$ cat src/rtl/matrix_op_executor.sv
// Matrix operation executor: transpose, add, scalar multiply and matrix multiply
// over a synchronous-read matrix store, one result element written per pass.
module matrix_op_executor #(
    parameter int DATA_W  = 8,
    parameter int MAX_DIM = 5,
    parameter int DIM_W   = 3,
    parameter int RES_W   = 19
) (
    input  logic              clk,
    input  logic              rst_n,
    input  logic              start_calc,
    input  logic [3:0]        op_type,
    input  logic [DIM_W-1:0]  a_rows,
    input  logic [DIM_W-1:0]  a_cols,
    input  logic [DIM_W-1:0]  b_rows,
    input  logic [DIM_W-1:0]  b_cols,
    input  logic [DATA_W-1:0] scalar,
    output logic              a_rd_en,
    output logic              b_rd_en,
    output logic [DIM_W-1:0]  a_rd_row,
    output logic [DIM_W-1:0]  a_rd_col,
    output logic [DIM_W-1:0]  b_rd_row,
    output logic [DIM_W-1:0]  b_rd_col,
    input  logic [DATA_W-1:0] a_rd_data,
    input  logic [DATA_W-1:0] b_rd_data,
    output logic              wr_en,
    output logic [DIM_W-1:0]  wr_row,
    output logic [DIM_W-1:0]  wr_col,
    output logic [RES_W-1:0]  wr_data,
    output logic [DIM_W-1:0]  res_rows,
    output logic [DIM_W-1:0]  res_cols,
    output logic              busy,
    output logic              calc_done,
    output logic              error
);

    localparam logic [2:0] S_IDLE  = 3'd0;
    localparam logic [2:0] S_CHECK = 3'd1;
    localparam logic [2:0] S_READ  = 3'd2;
    localparam logic [2:0] S_ACC   = 3'd3;
    localparam logic [2:0] S_WRITE = 3'd4;
    localparam logic [2:0] S_DONE  = 3'd5;
    localparam logic [2:0] S_ERR   = 3'd6;
    localparam logic [2:0] S_HOLD  = 3'd7;

    localparam logic [3:0] OP_TR  = 4'b0001;
    localparam logic [3:0] OP_ADD = 4'b0010;
    localparam logic [3:0] OP_SC  = 4'b0100;
    localparam logic [3:0] OP_MM  = 4'b1000;

    localparam logic [DIM_W-1:0] MAX_D = DIM_W'(MAX_DIM);

    logic [2:0]              state;
    logic                    start_q;
    logic [DIM_W-1:0]        i, j, k;
    logic signed [RES_W-1:0] acc;

    logic is_tr, is_add, is_sc, is_mm;
    logic start_pe;
    logic check_err;
    logic [DIM_W-1:0] nxt_rows, nxt_cols;
    logic [DIM_W-1:0] last_k;

    assign is_tr    = (op_type == OP_TR);
    assign is_add   = (op_type == OP_ADD);
    assign is_sc    = (op_type == OP_SC);
    assign is_mm    = (op_type == OP_MM);
    assign start_pe = start_calc & ~start_q;
    assign last_k   = a_cols - 1'b1;

    function automatic logic dim_ok(input logic [DIM_W-1:0] d);
        return (d != '0) && (d <= MAX_D);
    endfunction

    always_comb begin
        check_err = 1'b1;
        nxt_rows  = '0;
        nxt_cols  = '0;
        if (is_tr) begin
            check_err = !(dim_ok(a_rows) && dim_ok(a_cols));
            nxt_rows  = a_cols;
            nxt_cols  = a_rows;
        end else if (is_add) begin
            check_err = !(dim_ok(a_rows) && dim_ok(a_cols)) ||
                        (a_rows != b_rows) || (a_cols != b_cols);
            nxt_rows  = a_rows;
            nxt_cols  = a_cols;
        end else if (is_sc) begin
            check_err = !(dim_ok(a_rows) && dim_ok(a_cols));
            nxt_rows  = a_rows;
            nxt_cols  = a_cols;
        end else if (is_mm) begin
            check_err = !(dim_ok(a_rows) && dim_ok(a_cols) &&
                          dim_ok(b_rows) && dim_ok(b_cols)) ||
                        (a_cols != b_rows);
            nxt_rows  = a_rows;
            nxt_cols  = b_cols;
        end
    end

    // Operands and products sign-extended to the accumulator width
    logic signed [2*DATA_W-1:0] prod_ab, prod_as;
    logic signed [RES_W-1:0]    a_ext, b_ext, ab_ext, as_ext;

    assign prod_ab = $signed(a_rd_data) * $signed(b_rd_data);
    assign prod_as = $signed(a_rd_data) * $signed(scalar);
    assign a_ext   = {{(RES_W-DATA_W){a_rd_data[DATA_W-1]}}, a_rd_data};
    assign b_ext   = {{(RES_W-DATA_W){b_rd_data[DATA_W-1]}}, b_rd_data};
    assign ab_ext  = {{(RES_W-2*DATA_W){prod_ab[2*DATA_W-1]}}, prod_ab};
    assign as_ext  = {{(RES_W-2*DATA_W){prod_as[2*DATA_W-1]}}, prod_as};

    always_ff @(posedge clk or negedge rst_n) begin
        if (!rst_n) begin
            state    <= S_IDLE;
            start_q  <= 1'b0;
            i        <= '0;
            j        <= '0;
            k        <= '0;
            acc      <= '0;
            res_rows <= '0;
            res_cols <= '0;
        end else begin
            start_q <= start_calc;
            case (state)
                S_IDLE:  if (start_pe) state <= S_CHECK;
                S_CHECK: begin
                    res_rows <= nxt_rows;
                    res_cols <= nxt_cols;
                    i   <= '0;
                    j   <= '0;
                    k   <= '0;
                    acc <= '0;
                    if (!start_calc)    state <= S_IDLE;
                    else if (check_err) state <= S_ERR;
                    else                state <= S_READ;
                end
                S_READ:  state <= start_calc ? S_ACC : S_IDLE;
                S_ACC: begin
                    if (!start_calc) begin
                        state <= S_IDLE;
                    end else begin
                        if (is_tr)       acc <= a_ext;
                        else if (is_add) acc <= a_ext + b_ext;
                        else if (is_sc)  acc <= as_ext;
                        else if (is_mm)  acc <= acc + ab_ext;
                        if (is_mm && (k != last_k)) begin
                            k     <= k + 1'b1;
                            state <= S_READ;
                        end else begin
                            state <= S_WRITE;
                        end
                    end
                end
                S_WRITE: begin
                    if (!start_calc) begin
                        state <= S_IDLE;
                    end else begin
                        acc <= '0;
                        k   <= '0;
                        if (j == res_cols - 1'b1) begin
                            j <= '0;
                            if (i == res_rows - 1'b1) begin
                                state <= S_DONE;
                            end else begin
                                i     <= i + 1'b1;
                                state <= S_READ;
                            end
                        end else begin
                            j     <= j + 1'b1;
                            state <= S_READ;
                        end
                    end
                end
                S_DONE:  state <= S_HOLD;
                S_ERR:   state <= S_HOLD;
                S_HOLD:  if (!start_calc) state <= S_IDLE;
                default: state <= S_IDLE;
            endcase
        end
    end

    // Strobes and addresses decode from state so an asynchronous reset clears them at once
    assign busy      = (state != S_IDLE) && (state != S_HOLD);
    assign calc_done = (state == S_DONE);
    assign error     = (state == S_ERR);
    assign a_rd_en   = (state == S_READ);
    assign b_rd_en   = (state == S_READ) && (is_add || is_mm);
    assign a_rd_row  = a_rd_en ? (is_tr ? j : i) : '0;
    assign a_rd_col  = a_rd_en ? (is_tr ? i : (is_mm ? k : j)) : '0;
    assign b_rd_row  = b_rd_en ? (is_mm ? k : i) : '0;
    assign b_rd_col  = b_rd_en ? j : '0;
    assign wr_en     = (state == S_WRITE);
    assign wr_row    = wr_en ? i : '0;
    assign wr_col    = wr_en ? j : '0;
    assign wr_data   = wr_en ? acc : '0;

endmodule
$ cat config.mk
export PLATFORM = sky130hd
export DESIGN_NAME = matrix_op_executor
export DESIGN_NICKNAME = d
export VERILOG_FILES = /design/src/rtl/matrix_op_executor.sv
export SDC_FILE = /design/constraint.sdc
export NUM_CORES = 1
export LEC_CHECK = 0
export ABC_AREA = 1
export BUFFER_PORTS_ARGS = -buffer_cell sky130_fd_sc_hd__buf_2
export CAP_MARGIN = 30
export CELL_PAD_IN_SITES_DETAIL_PLACEMENT = 0
export CELL_PAD_IN_SITES_GLOBAL_PLACEMENT = 1
export CORE_AREA = 2 2 157 159
export CTS_CLUSTER_DIAMETER = 60
export DETAILED_ROUTE_END_ITERATION = 7
export DIE_AREA = 0 0 159 161
export PLACE_DENSITY_LB_ADDON = 0.1
export SLEW_MARGIN = 20
export SYNTH_ARGS = -nofsm -noshare
export SYNTH_HDL_FRONTEND = slang
export SYNTH_SLANG_ARGS = --single-unit
$ cat constraint.sdc
create_clock -name clk -period 4.08 [get_ports clk]
set_input_delay 0.204 -clock clk [delete_from_list [all_inputs] [get_ports clk]]
set_output_delay 0.204 -clock clk [all_outputs]
set_load 0.05 [all_outputs]
==> flow_summary_export.csv <==
group,metric,value,unit
outcome,outcome,"complete, but fails checks",
outcome,violations,"setup timing",
finish,syn2layout_area_growth,28.4,%
timing,period_needed,4.35,ns
finish,n_antenna_cell,0,
grt,grt_pass1_vias,9464,
floorplan,core,24000,um2
route,first_pass_iters,5,
clocking,clk_latency,0.29,ns
floorplan,placementRows,57,
floorplan,die_width,159,um
synthesis,yosys-top-cells-count,"nand2_1, inv_1, fa_1",
finish,stdcell_area,12400,um2
floorplan,start_util,40.3,%
clocking,clk_pin_slew,0.06,ns
min_path,min_path_type,"input pin to flop",
timing,finalSetupViolCount,12,
grt,grt_pass1_wl,47500,um
synthesis,syn_nets,1650,
placed_design,hpwl,24200,um
timing,slew_headroom,36.0,%
timing,finalCritPeriodShare,107,%
grt,overflow,0,
finish,drive_gt1_share,22.4,%
clocking,cts_buffers,5,
route,drt_iter0_markers,403,
route,finalWirelength,28700,um
synthesis,synth_area,9650,um2
setup_path,crit_required,4.26,ns
job,max_cap_violations,0,
timing,final.setup.worst_slack,-0.273,ns
grt,grt_max_degree,39,
finish,fill_cells,2464,
timing,slew_violations,0,
setup_path,crit_fanout,4,
finish,ff_latch_area,951,um2
clocking,cts_buffer_depth,2,
route,avgViaCountPerCell,4.75,
clocking,cts_tree,"built",
setup_path,cp-end-kind,"flop",
timing,setup_tns,-1.65,ns
clocking,cts_sinks,38,
grt,grt_usage,23.2,%
timing,fmax,0.230,GHz
floorplan,die_h,161,um
synthesis,synthArstFlopShare,100,%
timing,tightest_slew,0.958,ns
finish,multi_input_area,7920,um2
synthesis,synth_enable_flop_cells,0,
clocking,cts_root_buf,"clkbuf_16",
synthesis,synth_top_cells_by_area,"fa_1, nand2_1, inv_1",
placed_design,dp_slack,-0.665,ns
placed_design,port_buffers,91,
route,dr_total_vias,9049,
synthesis,syn-instance-count,1378,
setup_path,startpoint_type,"flop",
route,wl_per_cell,15.1,um
route,drc,0,
grt,antenna_found_initial,0,
synthesis,yosysUniqueCellTypes,46,
synthesis,syn_avg_cell_area,7.00,um2
synthesis,ys.flop_type,"dfrtp_1",
synthesis,yosys.area.top_type,"fa_1",
placed_design,placed_area,11700,um2
floorplan,io_pins,92,
placed_design,gp_congestion,0.875,
timing,holdWs,0.125,ns
setup_path,cp.arrival,4.53,ns
synthesis,synth_top_cell_area_share,29.1,%
finish,layout.nets,1854,
synthesis,synth_most_common_cell,"nand2_1",
floorplan,dieArea,25600,um2
synthesis,ys_warn_count,0,
timing,finalHoldViolCount,0,
route,antenna_left,0,
clocking,h-tree-depth,2,
setup_path,critPathKind,"flop to flop",
timing,skew,0.00574,ns
synthesis,ys_ff_latch,38,
timing,rsz0062_at_grt,"yes",
synthesis,ys_seq_area_share,9.86,%
layer usage:
layer  global-route usage, %  vias to the layer above  routed length (um)
met4                    4.92                        0                 544
met3                    2.03                       28                1030
li1                        -                     4555                   -
met5                       0                        -                   0
met2                    43.1                      173               14700
met1                    29.4                     4293               12500
sequential cells by signal, summed over array words and instances (netlist names):
signal    cells
acc          19
i             3
j             3
k             3
res_cols      3
res_rows      3
start_q       1
state         3
worst max-delay path, cell delays in order (launching register included):
cell and delay (ns):
dfrtp_1 0.36, inv_2 0.06, fa_2 0.53, inv_2 0.04, fa_1 0.46, inv_1 0.05, fa_2 0.53, inv_2 0.04
fa_2 0.55, ha_4 0.20, ha_4 0.27, a21oi_4 0.17, o21ai_4 0.10, buf_6 0.13, nand2_2 0.04, nand2_1 0.06
or2_4 0.23, nand3_2 0.06, nand3_2 0.09, nand2_1 0.08, nand2_1 0.07, nand2_1 0.07, nand2_1 0.04
path summary, 6_finish.rpt:
| check | cells past startpoint | to | startpoint | slack, ns |
|---|---|---|---|---|
| max in group asynchronous | 3 | acc[8]$_DFFE_PN0P_ | rst_n | 3.14 |
| max reg2reg | 22 | acc[11]$_DFFE_PN0P_ | acc[6]$_DFFE_PN0P_ | -0.27 |
| min | 1 | start_q$_DFF_PN0_ | start_calc | 0.12 |
| max | 22 | acc[11]$_DFFE_PN0P_ | acc[6]$_DFFE_PN0P_ | -0.27 |
| min in group asynchronous | 2 | i[0]$_DFFE_PN0P_ | rst_n | 0.44 |
| min reg2reg | 3 | state[0]$_DFFE_PN0P_ | start_q$_DFF_PN0_ | 0.54 |
cell families after synthesis:
kind of cell               Yosys count  synth area share (%)
DFF                                 38                  9.86
adders and majority gates          229                  40.6
xor gates and xnor gates            26                  2.36
buffers and inverters              370                  14.6
and+or+nand+nor                    584                  24.7
AOI/OAI and AO/OA                  131                  7.82
cells in the final DEF (no fill, tap or decap), types with 25 or more instances in the layout:
master,instances
nand2_1,341
nand3_1,63
buf_2,83
inv_1,317
ha_1,63
o21ai_0,35
fa_1,132
nor2_1,107
ha_4,25
dfrtp_1,38
buf_4,131
a21oi_1,43
metrics by stage:
stage / util, % / cells
6_report: 51.7 / 1906
4_1_cts: 50.2 / 1897
2_1_floorplan: - / 1378
3_5_place_dp: 48.8 / 1885
5_1_grt: 51.7 / 1906
3_3_place_gp: 48.8 / 1885
what timing repair did:
item	CTS	global route
setup buffers	5	6
gates cloned	0	1
endpoints found under the setup margin	14	14
pin swaps	28	41
gates resized for setup	43	61
hold buffers	0	1
hold endpoints to repair	0	20
cell type report:
type / instances / area share, %
clock buffer: 6 / 1.12
clock inverter: 1 / 0.242
inverter: 335 / 10.2
multi-input combinational: 970 / 64.0
sequential: 38 / 7.68
tap: 324 / 3.27
timing repair buffer: 232 / 13.5
Power is left out: the tool's default activity adds up to more than one toggle a clock period on the data nets, which glitch-free logic cannot reach.
